`config.mk`:
```
export PLATFORM = sky130hd
export DESIGN_NAME = sd_init_sequencer
export DESIGN_NICKNAME = d
export VERILOG_FILES = /design/src/rtl/sd_init_sequencer.sv
export SDC_FILE = /design/constraint.sdc
export NUM_CORES = 1
export LEC_CHECK = 0
export CORE_ASPECT_RATIO = 1.4
export CORE_MARGIN = 3
export CORE_UTILIZATION = 54
export DETAILED_ROUTE_END_ITERATION = 16
export PLACE_DENSITY = 0.95
export SKIP_CTS_REPAIR_TIMING = 1
export SYNTH_ARGS = -nofsm -noshare
export SYNTH_HDL_FRONTEND = slang
export SYNTH_SLANG_ARGS = --single-unit
```
`constraint.sdc`:
```
create_clock -name clk -period 4.9 [get_ports clk]
set_input_delay 0.735 -clock clk [delete_from_list [all_inputs] [get_ports clk]]
set_output_delay 0.735 -clock clk [all_outputs]
set_load 0.01 [all_outputs]
```
`src/rtl/sd_init_sequencer.sv`:
```
// Drives the SPI-mode SD byte engine through CMD0, CMD8 and the CMD55+ACMD41 loop after reset.
// Reports ready or a coded error; responses arrive as toggle-per-byte strobes from the engine.
module sd_init_sequencer #(
  parameter int POWERUP_CYCLES   = 80,
  parameter int NCR_MAX          = 16,
  parameter int ACMD41_RETRY_MAX = 255,
  parameter int GAP_CYCLES       = 16
) (
  input  logic        clk,
  input  logic        reset_n,
  input  logic        init_go,
  output logic [47:0] cmd,
  output logic        cmd_start,
  output logic        cmd_abort,
  input  logic        resp_toggle,
  input  logic [7:0]  resp_byte,
  output logic        busy,
  output logic        ready,
  output logic        error,
  output logic [2:0]  err_code
);

  localparam int CYC_MAX = (POWERUP_CYCLES > GAP_CYCLES) ? POWERUP_CYCLES : GAP_CYCLES;
  localparam int CW = $clog2(CYC_MAX + 1);
  localparam int BW = $clog2(NCR_MAX + 1);
  localparam int RW = $clog2(ACMD41_RETRY_MAX + 1);

  typedef enum logic [2:0] {
    IDLE, POWERUP, SEND, WAIT_R1, R7_TAIL, GAP, DONE, ERROR
  } state_t;

  typedef enum logic [1:0] {
    C_CMD0, C_CMD8, C_CMD55, C_ACMD41
  } cmdSel_t;

  function automatic logic [47:0] frameOf(input cmdSel_t s);
    case (s)
      C_CMD0:  frameOf = 48'h40_00000000_95;
      C_CMD8:  frameOf = 48'h48_000001AA_87;
      C_CMD55: frameOf = 48'h77_00000000_65;
      default: frameOf = 48'h69_40000000_77;
    endcase
  endfunction

  state_t         state, stateN;
  cmdSel_t        cmdSel, cmdSelN;
  logic [47:0]    cmdReg, cmdRegN;
  logic [CW-1:0]  cycCnt, cycCntN;
  logic [BW-1:0]  byteCnt, byteCntN, byteInc;
  logic [RW-1:0]  retryCnt, retryCntN, retryInc;
  logic [1:0]     tailCnt, tailCntN;
  logic           tailOk, tailOkN;
  logic [2:0]     errCode, errCodeN;
  logic           togQ;
  logic           byteEv;

  always_ff @(posedge clk or negedge reset_n) begin
    if (!reset_n) begin
      state    <= IDLE;
      cmdSel   <= C_CMD0;
      cmdReg   <= 48'h0;
      cycCnt   <= '0;
      byteCnt  <= '0;
      retryCnt <= '0;
      tailCnt  <= '0;
      tailOk   <= 1'b0;
      errCode  <= 3'd0;
      togQ     <= 1'b0;
    end else begin
      state    <= stateN;
      cmdSel   <= cmdSelN;
      cmdReg   <= cmdRegN;
      cycCnt   <= cycCntN;
      byteCnt  <= byteCntN;
      retryCnt <= retryCntN;
      tailCnt  <= tailCntN;
      tailOk   <= tailOkN;
      errCode  <= errCodeN;
      // Tracks the strobe every cycle, so flips outside a response window are dropped.
      togQ     <= resp_toggle;
    end
  end

  always_comb begin
    stateN    = state;
    cmdSelN   = cmdSel;
    cmdRegN   = cmdReg;
    cycCntN   = cycCnt;
    byteCntN  = byteCnt;
    retryCntN = retryCnt;
    tailCntN  = tailCnt;
    tailOkN   = tailOk;
    errCodeN  = errCode;
    byteEv    = resp_toggle ^ togQ;
    byteInc   = (byteCnt == BW'(NCR_MAX)) ? byteCnt : byteCnt + 1'b1;
    retryInc  = retryCnt + 1'b1;

    cmd       = cmdReg;
    cmd_start = (state == SEND);
    cmd_abort = !((state == SEND) || (state == WAIT_R1) || (state == R7_TAIL));
    busy      = !((state == IDLE) || (state == DONE) || (state == ERROR));
    ready     = (state == DONE);
    error     = (state == ERROR);
    err_code  = errCode;

    case (state)
      IDLE: begin
        if (init_go) begin
          stateN  = POWERUP;
          cycCntN = '0;
        end
      end
      POWERUP: begin
        if (cycCnt == CW'(POWERUP_CYCLES - 1)) begin
          stateN  = SEND;
          cmdSelN = C_CMD0;
          cmdRegN = frameOf(C_CMD0);
        end else begin
          cycCntN = cycCnt + 1'b1;
        end
      end
      SEND: begin
        byteCntN = '0;
        tailCntN = '0;
        stateN   = WAIT_R1;
      end
      WAIT_R1: begin
        if (byteEv) begin
          byteCntN = byteInc;
          cycCntN  = '0;
          // A valid R1 on the last permitted byte takes priority over the timeout.
          if (!resp_byte[7]) begin
            case (cmdSel)
              C_CMD0: begin
                if (resp_byte == 8'h01) begin
                  stateN  = GAP;
                  cmdSelN = C_CMD8;
                end else begin
                  stateN   = ERROR;
                  errCodeN = 3'd1;
                end
              end
              C_CMD8: begin
                if (resp_byte == 8'h01) begin
                  stateN = R7_TAIL;
                end else begin
                  stateN   = ERROR;
                  errCodeN = 3'd2;
                end
              end
              C_CMD55: begin
                if (resp_byte == 8'h01 || resp_byte == 8'h00) begin
                  stateN  = GAP;
                  cmdSelN = C_ACMD41;
                end else begin
                  stateN   = ERROR;
                  errCodeN = 3'd5;
                end
              end
              default: begin
                if (resp_byte == 8'h00) begin
                  stateN = DONE;
                end else if (resp_byte == 8'h01 && retryInc != RW'(ACMD41_RETRY_MAX)) begin
                  retryCntN = retryInc;
                  stateN    = GAP;
                  cmdSelN   = C_CMD55;
                end else begin
                  retryCntN = (resp_byte == 8'h01) ? retryInc : retryCnt;
                  stateN    = ERROR;
                  errCodeN  = 3'd3;
                end
              end
            endcase
          end else if (byteInc == BW'(NCR_MAX)) begin
            stateN   = ERROR;
            errCodeN = 3'd4;
          end
        end
      end
      R7_TAIL: begin
        if (byteEv) begin
          tailCntN = tailCnt + 1'b1;
          cycCntN  = '0;
          if (tailCnt == 2'd2) begin
            tailOkN = (resp_byte[3:0] == 4'h1);
          end
          if (tailCnt == 2'd3) begin
            if (tailOk && resp_byte == 8'hAA) begin
              stateN  = GAP;
              cmdSelN = C_CMD55;
            end else begin
              stateN   = ERROR;
              errCodeN = 3'd2;
            end
          end
        end
      end
      GAP: begin
        if (cycCnt == CW'(GAP_CYCLES - 1)) begin
          stateN  = SEND;
          cmdRegN = frameOf(cmdSel);
        end else begin
          cycCntN = cycCnt + 1'b1;
        end
      end
      default: ;
    endcase
  end

endmodule

```
# --- Word level (Yosys, flattened, before mapping) ---
# Cells that the tools add are included.
# W data, S select, Z words.
word_totals:
  regBits: 80
  input_bits: 12
  output_inout_bits: 56
op_classes:
  n_addsub: 4
  eq_ne: 42
  mux: 57
  bitwise_logic: 4
  reduce_logical: 31
ops:
  columns: ["cell", "n"]
  rows:
  - ["$pmux W46 S3", 1]
  - ["$mux W48", 2]
  - ["$pmux W48 S2", 1]
  - ["$mux W3", 19]
  - ["$mux W2", 17]
  - ["$mux W7", 4]
  - ["$pmux W7 S4", 1]
  - ["$ne A2 B2 Y1 const B", 10]
  - ["$pmux W3 S3", 2]
  - ["$pmux W3 S6", 1]
  - ["$mux W8", 2]
  - ["$eq A3 B3 Y1 const B", 4]
  - ["$ne A4 B4 Y1 const B", 3]
  - ["$ne A6 B3 Y1 const B", 2]
  - ["$pmux W2 S3", 2]
  - ["$reduce_and A12 Y1", 1]
  - ["$reduce_and A11 Y1", 1]
  - ["$eq A5 B5 Y1 const B", 2]
  - ["$mux W5", 2]
  - ["$pmux W5 S2", 1]
  - ["$reduce_bool A2 Y1", 5]
  - ["$add A8 B1 Y8 const B", 1]
  - ["$eq A8 B1 Y1 const B", 1]
  - ["$eq A8 B8 Y1 const B", 1]
  - ["other kinds (36)", 52]

# --- Longest topological paths before layout ---
# Gate-level depths: netlist (run 1).
depth:
  depth_word: 9
  ltp_mapped: 8

# --- Worst setup path before layout (run 1) ---
# Ideal clock, no wire load.
synth_path:
  path_type: "register to register"
  startpoint: "reg byteCnt[0]"
  endpoint: "reg state[0]"
  setup_ns: 0.125
  arrival_time_ns: 2.291
  t_required_ns: 4.775
  setup_slack_ns: 2.484
  path_stages_with_launch: 9
  path_buffers: 0
  cell_sequence: "dfrtp_1 inv_1 ha_1 nor4bb_1 xnor2_1 nand2_1 o311a_1 a2111oi_2 mux2_2"
synth_via:
  elab_chain_cells: 5
  elab_cells_between_ends: 6
synth_lines:
  columns: ["item", "line", "rtl"]
  rows:
  - ["start, declared", "49", "logic [BW-1:0] byteCnt, byteCntN, byteInc;"]
  - ["start signal, assigned", "74", "byteCnt <= byteCntN;"]
  - ["$add A5 B1 Y5 / $eq A5 B5 Y1 (equally long branches)", "95", "byteInc = (byteCnt == BW'(NCR_MAX)) ? byteCnt : byteCnt + 1'b1;"]
  - ["$mux W5 *", "95", null]
  - ["$eq A5 B5 Y1 *", "174", "end else if (byteInc == BW'(NCR_MAX)) begin"]
  - ["$ne A3 B2 Y1 (no source line) *", null, null]
  - ["$reduce_and A8 Y1 (no source line) *", null, null]
  - ["end signal, assigned", "70", "state <= stateN;"]
  - ["end, declared", "45", "state_t state, stateN;"]
# Every way passes the cells marked *; elsewhere a longest branch is shown, timed or not.
# A chain may end at the register's enable or synchronous reset.

# --- Worst setup path in the final report (run 1) ---
layout_path:
  startpoint: "reg state[1]"
  endpoint: "out cmd_start"
layout_via:
  elab_chain_cells: 1
layout_lines:
  columns: ["item", "line", "rtl"]
  rows:
  - ["$eq A3 B2 Y1", "99", "cmd_start = (state == SEND);"]
  - ["end, declared", "13", "output logic cmd_start,"]
# No other way between the ends.

==> impl_results.md, run 1 <==
- Worst slew pin tran: about 870 ps
- Final #Nets: 363
- First-pass GRT wire length: about 10000 µm
- Slew Viols, Final: 0
- Routed wire length: 6200 µm
- Die width: between 60 and 70 µm
- Pre-CTS setup slack: between 1500 and 2000 ps
- Headroom to the max-slew limit: 0.421
- Initial antenna violation count: 0
- Avg Cell Area, Syn: 8.99 µm²
- CTS Sinks: 40
- Fin cells: 404
- Reg-to-reg startpoint: byteCnt[0]
- Most used DFF post-synth: dfrtp_1
- Later-pin clock latency in the skew report: 290 ps
- Pwr per Cell Area: 433 nW/µm²
- DRT antenna net count: 0
- HP Class: reg -> reg
- Setup crit start kind: flip-flop
- Status: finished, final reports clean
- CTS root buf: clkbuf_8
- Dominant cell type by area after synthesis: dfrtp_1
- Critical path class: reg -> out
- CTS tree: built
- Final setup fails: 0
- Area share of the largest cell type after synthesis: 0.349
- PnR worst setup slack: 2020 ps
- Chip height: 92.2 µm
- Pin count of the biggest net entering global routing: 41
- H-tree depth: 2
- Lkg Pwr: 1.40 nW
- Port Buffers: 39
- Layout area overhead: 10.6%
- Final Wtd Congestion: 0.897
- Max Cap Viol: 0
- Post-Syn Instances: 319
- Overflow left after global routing: 0
- Fin crit share: 0.588
- CTS buffer count: 5
- Clock-pin slew on the worst setup and hold paths: 80 ps
- Effective utilization at floorplan: 0.575
- Post-synth cell types: 59
- Drt first pass iters: 4
- Iter 0 DRT Violations: 137
- Vias in the first global route: 2209
- Minimum clock period: 2880 ps
- Rows: 30
- Final hold violations: 0
- Critical path fanouts, max: 21
- Most common cell after layout, fill and taps aside: dfrtp_1
- I/O pin count: 68
- Fmax: 347 MHz
- Synth area leaders: dfrtp_1 (35%), buf_4 (10%), ha_1 (5.2%)
- Via density: between 5 and 6
- Asr flop ratio synth: 1.00
- Antenna cells: 0
- WHS: 481 ps
- Vias: 2335
- RSZ-0062 raised after global routing: no
- GRT Util Overall: 0.207
- CTS max path bufs: 2
- Most frequent cells in the layout: dfrtp_1 (40), clkdlybuf4s50_1 (38), conb_1 (28), nand2_1 (26), o21ai_0 (26)
- Post-Syn Area: 2870 µm²
- WL/cell: 15.4 µm
- Worst vdd ir: 0.206 mV
- Worst setup EP type: primary output
- Dpl hpwl: around 4700 µm
- Sequential-to-total area share from yosys stat: 0.349
- Die ar.: 6240 µm²
- DRC: 0
- CP startpoint: state[1]
- Crit path required time: 4160 ps
- Yosys warns: 0
- Core Area: 4990 µm²
- Placed instance count: around 400
- TNS Setup: 0 ps
- CP Data Arrival Time: 2150 ps
- Layout cells sized above 1: 0.0824
- Post-synth EDFFs: 0
- Synth Register Bits: 40
- Post-Route Skew: roughly 9.7 ps
- Hold Path Origin: retryCnt[7]
cell type report:
cell class / instances / area [µm²]
timing repair buffer: 39 / 385
multi-input combinational: 243 / 1580
clock buffer: 6 / 82.6
fill: 414 / 1820
tap: 64 / 80.1
clock inverter: 2 / 10.0
sequential: 40 / 1000
inverter: 10 / 37.5
metal layers:
metal | wire length (µm) | global-route usage | up-vias | share of wire
met3 | 439 | 0.0478 | 12 | 0.071
met2 | 3260 | 0.369 | 95 | 0.53
met1 | 2390 | 0.231 | 1120 | 0.38
met5 | 0 | 0 | - | 0
li1 | - | - | 1108 | -
met4 | 119 | 0.0728 | 0 | 0.019
cell usage after synthesis, types with 2 or more instances:
| cell | count |
|---|---|
| xnor2_1 | 9 |
| nor3b_1 | 3 |
| clkbuf_1 | 8 |
| buf_2 | 4 |
| nand4_1 | 9 |
| or3_1 | 2 |
| xor2_1 | 7 |
| a22o_1 | 2 |
| nor4_1 | 2 |
| a31oi_1 | 4 |
| nand3_1 | 11 |
| o31ai_1 | 3 |
| mux2_2 | 5 |
| or2_2 | 2 |
| nor3_1 | 5 |
| o21ai_0 | 26 |
| mux2_4 | 2 |
| dfrtp_1 | 40 |
| mux2i_1 | 5 |
| nand3b_1 | 3 |
| nor2_1 | 18 |
| and3_1 | 6 |
| a211oi_2 | 2 |
| nand2_1 | 26 |
| a211oi_1 | 4 |
| ha_1 | 12 |
| nand2b_1 | 7 |
| nor2b_1 | 4 |
| buf_4 | 40 |
| a21oi_1 | 9 |
| inv_1 | 9 |
| a21o_1 | 2 |
| a32o_1 | 2 |
where the power goes:
group | leakage [nW] | switching (mW) | total [mW] | internal, mW
logic | 0.818 | 0.365 | 0.658 | 0.293
clock network | 0.0510 | 0.112 | 0.224 | 0.112
registers | 0.527 | 0.100 | 0.492 | 0.392
total | 1.40 | 0.577 | 1.37 | 0.797
per-stage QoR:
step                cell area, µm²   util  total power [mW]
floorplan                     2970      -             0.971
global placement              3080  0.617              1.11
detailed placement            3080  0.617              1.14
CTS                           3170  0.636              1.37
global route                  3170  0.636              1.47
finish                        3170  0.636              1.37
sequential cells by signal (all words and copies together), names as in the netlist:
register  cells
state         3
cmd           8
cycCnt        7
tailCnt       2
togQ          1
err_code      3
tailOk        1
cmdSel        2
retryCnt      8
byteCnt       5
worst max-delay path, cell delays in order (launching register included):
cell,delay [ps]
dfrtp_1,700
nand2b_1,140
or2_2,350
inv_1,110
clkdlybuf4s50_1,540
path summary, 6_finish.rpt:
path,end,cells past startpoint,slack [ps]
max,cmd_start,4,2020
min,retryCnt[7],1,480
max reg2reg,state[0],8,2160
min reg2reg,retryCnt[7],1,480
max in group asynchronous,cmd[16],1,3790
min in group asynchronous,byteCnt[2],1,550
kinds of logic after synthesis:
family	after synthesis	synth area share
buffers and inverters	63	0.137
other	1	0.00131
AOI/OAI and AO/OA	67	0.155
DFF	40	0.349
xor gates and xnor gates	16	0.0488
muxes	12	0.0475
and+or+nand+nor	108	0.209
adders and majority gates	12	0.0523
(Power assumes the default switching activity.)
==> run 2: changes to the inputs <==
CORE_UTILIZATION = 50   (was 54)
PLACE_DENSITY = 0.89   (was 0.95)
clock period = 2.9 ns   (was 4.9 ns; I/O delays follow)
==> run 2 against run 1 <==
  * Worst hold slack lost 220 ps
  * Largest cell class unchanged
  * Final area grew 2.4%
  * Die area grew 7.4%
  * Critical path type is now reg -> reg
==> impl_results.md, run 2 (synthesis gave the netlist of run 1 again) <==
- Status: finished, final reports clean
- Crit path required time: 3090 ps (-1070 ps)
- WL/cell: 15.5 µm (+1.3%)
- Worst setup EP type: flip-flop
- Setup crit start kind: flip-flop
- CTS buffer count: 5 (unchanged)
- TNS Setup: 0 ps (unchanged)
- GRT Util Overall: 0.196 (-0.0114)
- Layout area overhead: 13.2%
- HP Class: in -> async
- CTS max path bufs: 2 (unchanged)
- Antenna cells: 0 (unchanged)
- Max Cap Viol: 0 (unchanged)
- Critical path class: reg -> reg
- Via density: 5.66 (-2.0%)
- CP Data Arrival Time: 2870 ps (+720 ps)
- DRT antenna net count: 0 (unchanged)
- Pwr per Cell Area: 749 nW/µm² (+73%)
- Iter 0 DRT Violations: 114 (-17%)
- Reg2reg path depth: 8 (unchanged)
- Slew Viols, Final: 0 (unchanged)
- Later-pin clock latency in the skew report: 310 ps (+20 ps)
- Vias: 2345 (+0.43%)
- H-tree depth: 2 (unchanged)
- Area of the multi-input gates: 1580 µm² (+0.40%)
- DRC: 0 (unchanged)
- Effective utilization at floorplan: 0.519 (-0.0554)
- Final Wtd Congestion: 0.942 (+5.0%)
- Placed standard-cell area: 3130 µm² (+1.6%)
- CTS tree: built
- Final setup fails: 0 (unchanged)
- Clock-pin slew on the worst setup and hold paths: 90 ps (about the same)
- Final hold violations: 0 (unchanged)
- Layout cells sized above 1: 0.101 (+0.0188)
- Fin crit share: 0.923
- I/O pin count: 68 (unchanged)
- Critical path fanouts, max: 5 (-76%)
- Fillers: 512 (+24%)
- Reg-to-reg startpoint: byteCnt[0]
- Register area: 1000 µm² (unchanged)
- Overflow left after global routing: 0 (unchanged)
- CTS Sinks: 40 (unchanged)
- Initial antenna violation count: 0 (unchanged)
- Minimum clock period: 2680 ps
- Most common cell after layout, fill and taps aside: dfrtp_1
- Worst slew pin tran: 920 ps (+50.9 ps)
- Core Area: 5530 µm² (+11%)
- Most frequent cells in the layout: dfrtp_1 (40), clkdlybuf4s50_1 (38), conb_1 (28), nand2_1 (26), o21ai_0 (26)
- FF-to-FF setup slack: 220 ps (-1940 ps)
- Dpl hpwl: 4870 µm (+4.3%)
- Routed wire length: 6440 µm (+3.8%)
- Final Power: 2.43 mW (+77%)
- Final #Nets: 369 (+1.7%)
- Final core utilization: 0.588 (-0.0477)
- Port Buffers: 39 (unchanged)
- Worst vdd ir: 0.436 mV (+110%)
- RSZ-0062 raised after global routing: no
- Pin count of the biggest net entering global routing: 41 (unchanged)
- First-pass GRT wire length: 10500 µm (+4.6%)
- Pre-CTS setup slack: 134 ps (-1640 ps)
- Fmax: 374 MHz
- Chip height: 95.6 µm (+3.7%)
- Design area: 3250 µm² (+2.4%)
- Placed instance count: 406 (+2.5%)
- Vias in the first global route: 2218 (+0.41%)
- Headroom to the max-slew limit: 0.387 (-0.0339)
- Die ar.: 6700 µm² (+7.4%)
- Die width: 70.0 µm (+3.6%)
- RR Endpoint: state[1]
- Lkg Pwr: 1.43 nW (+2.3%)
- PnR worst setup slack: 223 ps (-1790 ps)
- Drt first pass iters: 4 (unchanged)
- CTS root buf: clkbuf_8
- WHS: 262 ps (-220 ps)
- Fin cells: 414 (+2.5%)
- Post-Route Skew: 10.9 ps (+1.24 ps)
- Rows: 32 (+6.7%)
run 2: cell count changes in the layout (fill, tap and decap cells not counted), sizes merged:
| cell | delta |
|---|---|
| bufinv | +1 |
| buf | +6 |
| clkinvlp | +1 |
| clkinv | -1 |
| clkbuf | -1 |
run 2: layer usage:
metal	track usage	up-vias	routed length [µm]
met5	0	-	0
met4	0.0735	0	125
met3	0.0348	13	351
met2	0.364	89	3360
met1	0.222	1130	2610
li1	-	1113	-
run 2: critical path, cell delays in order (launching register included):
cell       delay (ps)
dfrtp_1           430
inv_1             120
ha_1              200
nor4bb_2          440
xnor2_1           170
nand2_1            70
o311a_1           330
a2111oi_2         410
mux2_2            400
run 2: layout make-up:
type | count | area share
multi-input combinational | 243 | 0.487
sequential | 40 | 0.308
timing repair buffer | 45 | 0.133
tap | 68 | 0.0262
clock buffer | 5 | 0.0212
clock inverter | 3 | 0.0131
inverter | 10 | 0.0116
run 2: worst max-delay path by stage:
stage / endpoint / startpoint / cells after the start / slack [ps]
5_1_grt: state[1] / byteCnt[0] / 8 / 30
4_1_cts: state[1] / byteCnt[0] / 8 / 120
3_3_place_gp: cmdSel[1] / resp_byte[1] / 6 / 240
2_1_floorplan: state[0] / byteCnt[0] / 8 / 480
3_5_place_dp: state[1] / byteCnt[0] / 8 / 130
6_report: state[1] / byteCnt[0] / 8 / 220
run 2: power by group:
part	switching (mW)	internal [mW]
clock	0.214	0.255
combinational	0.618	0.513
sequential	0.172	0.662
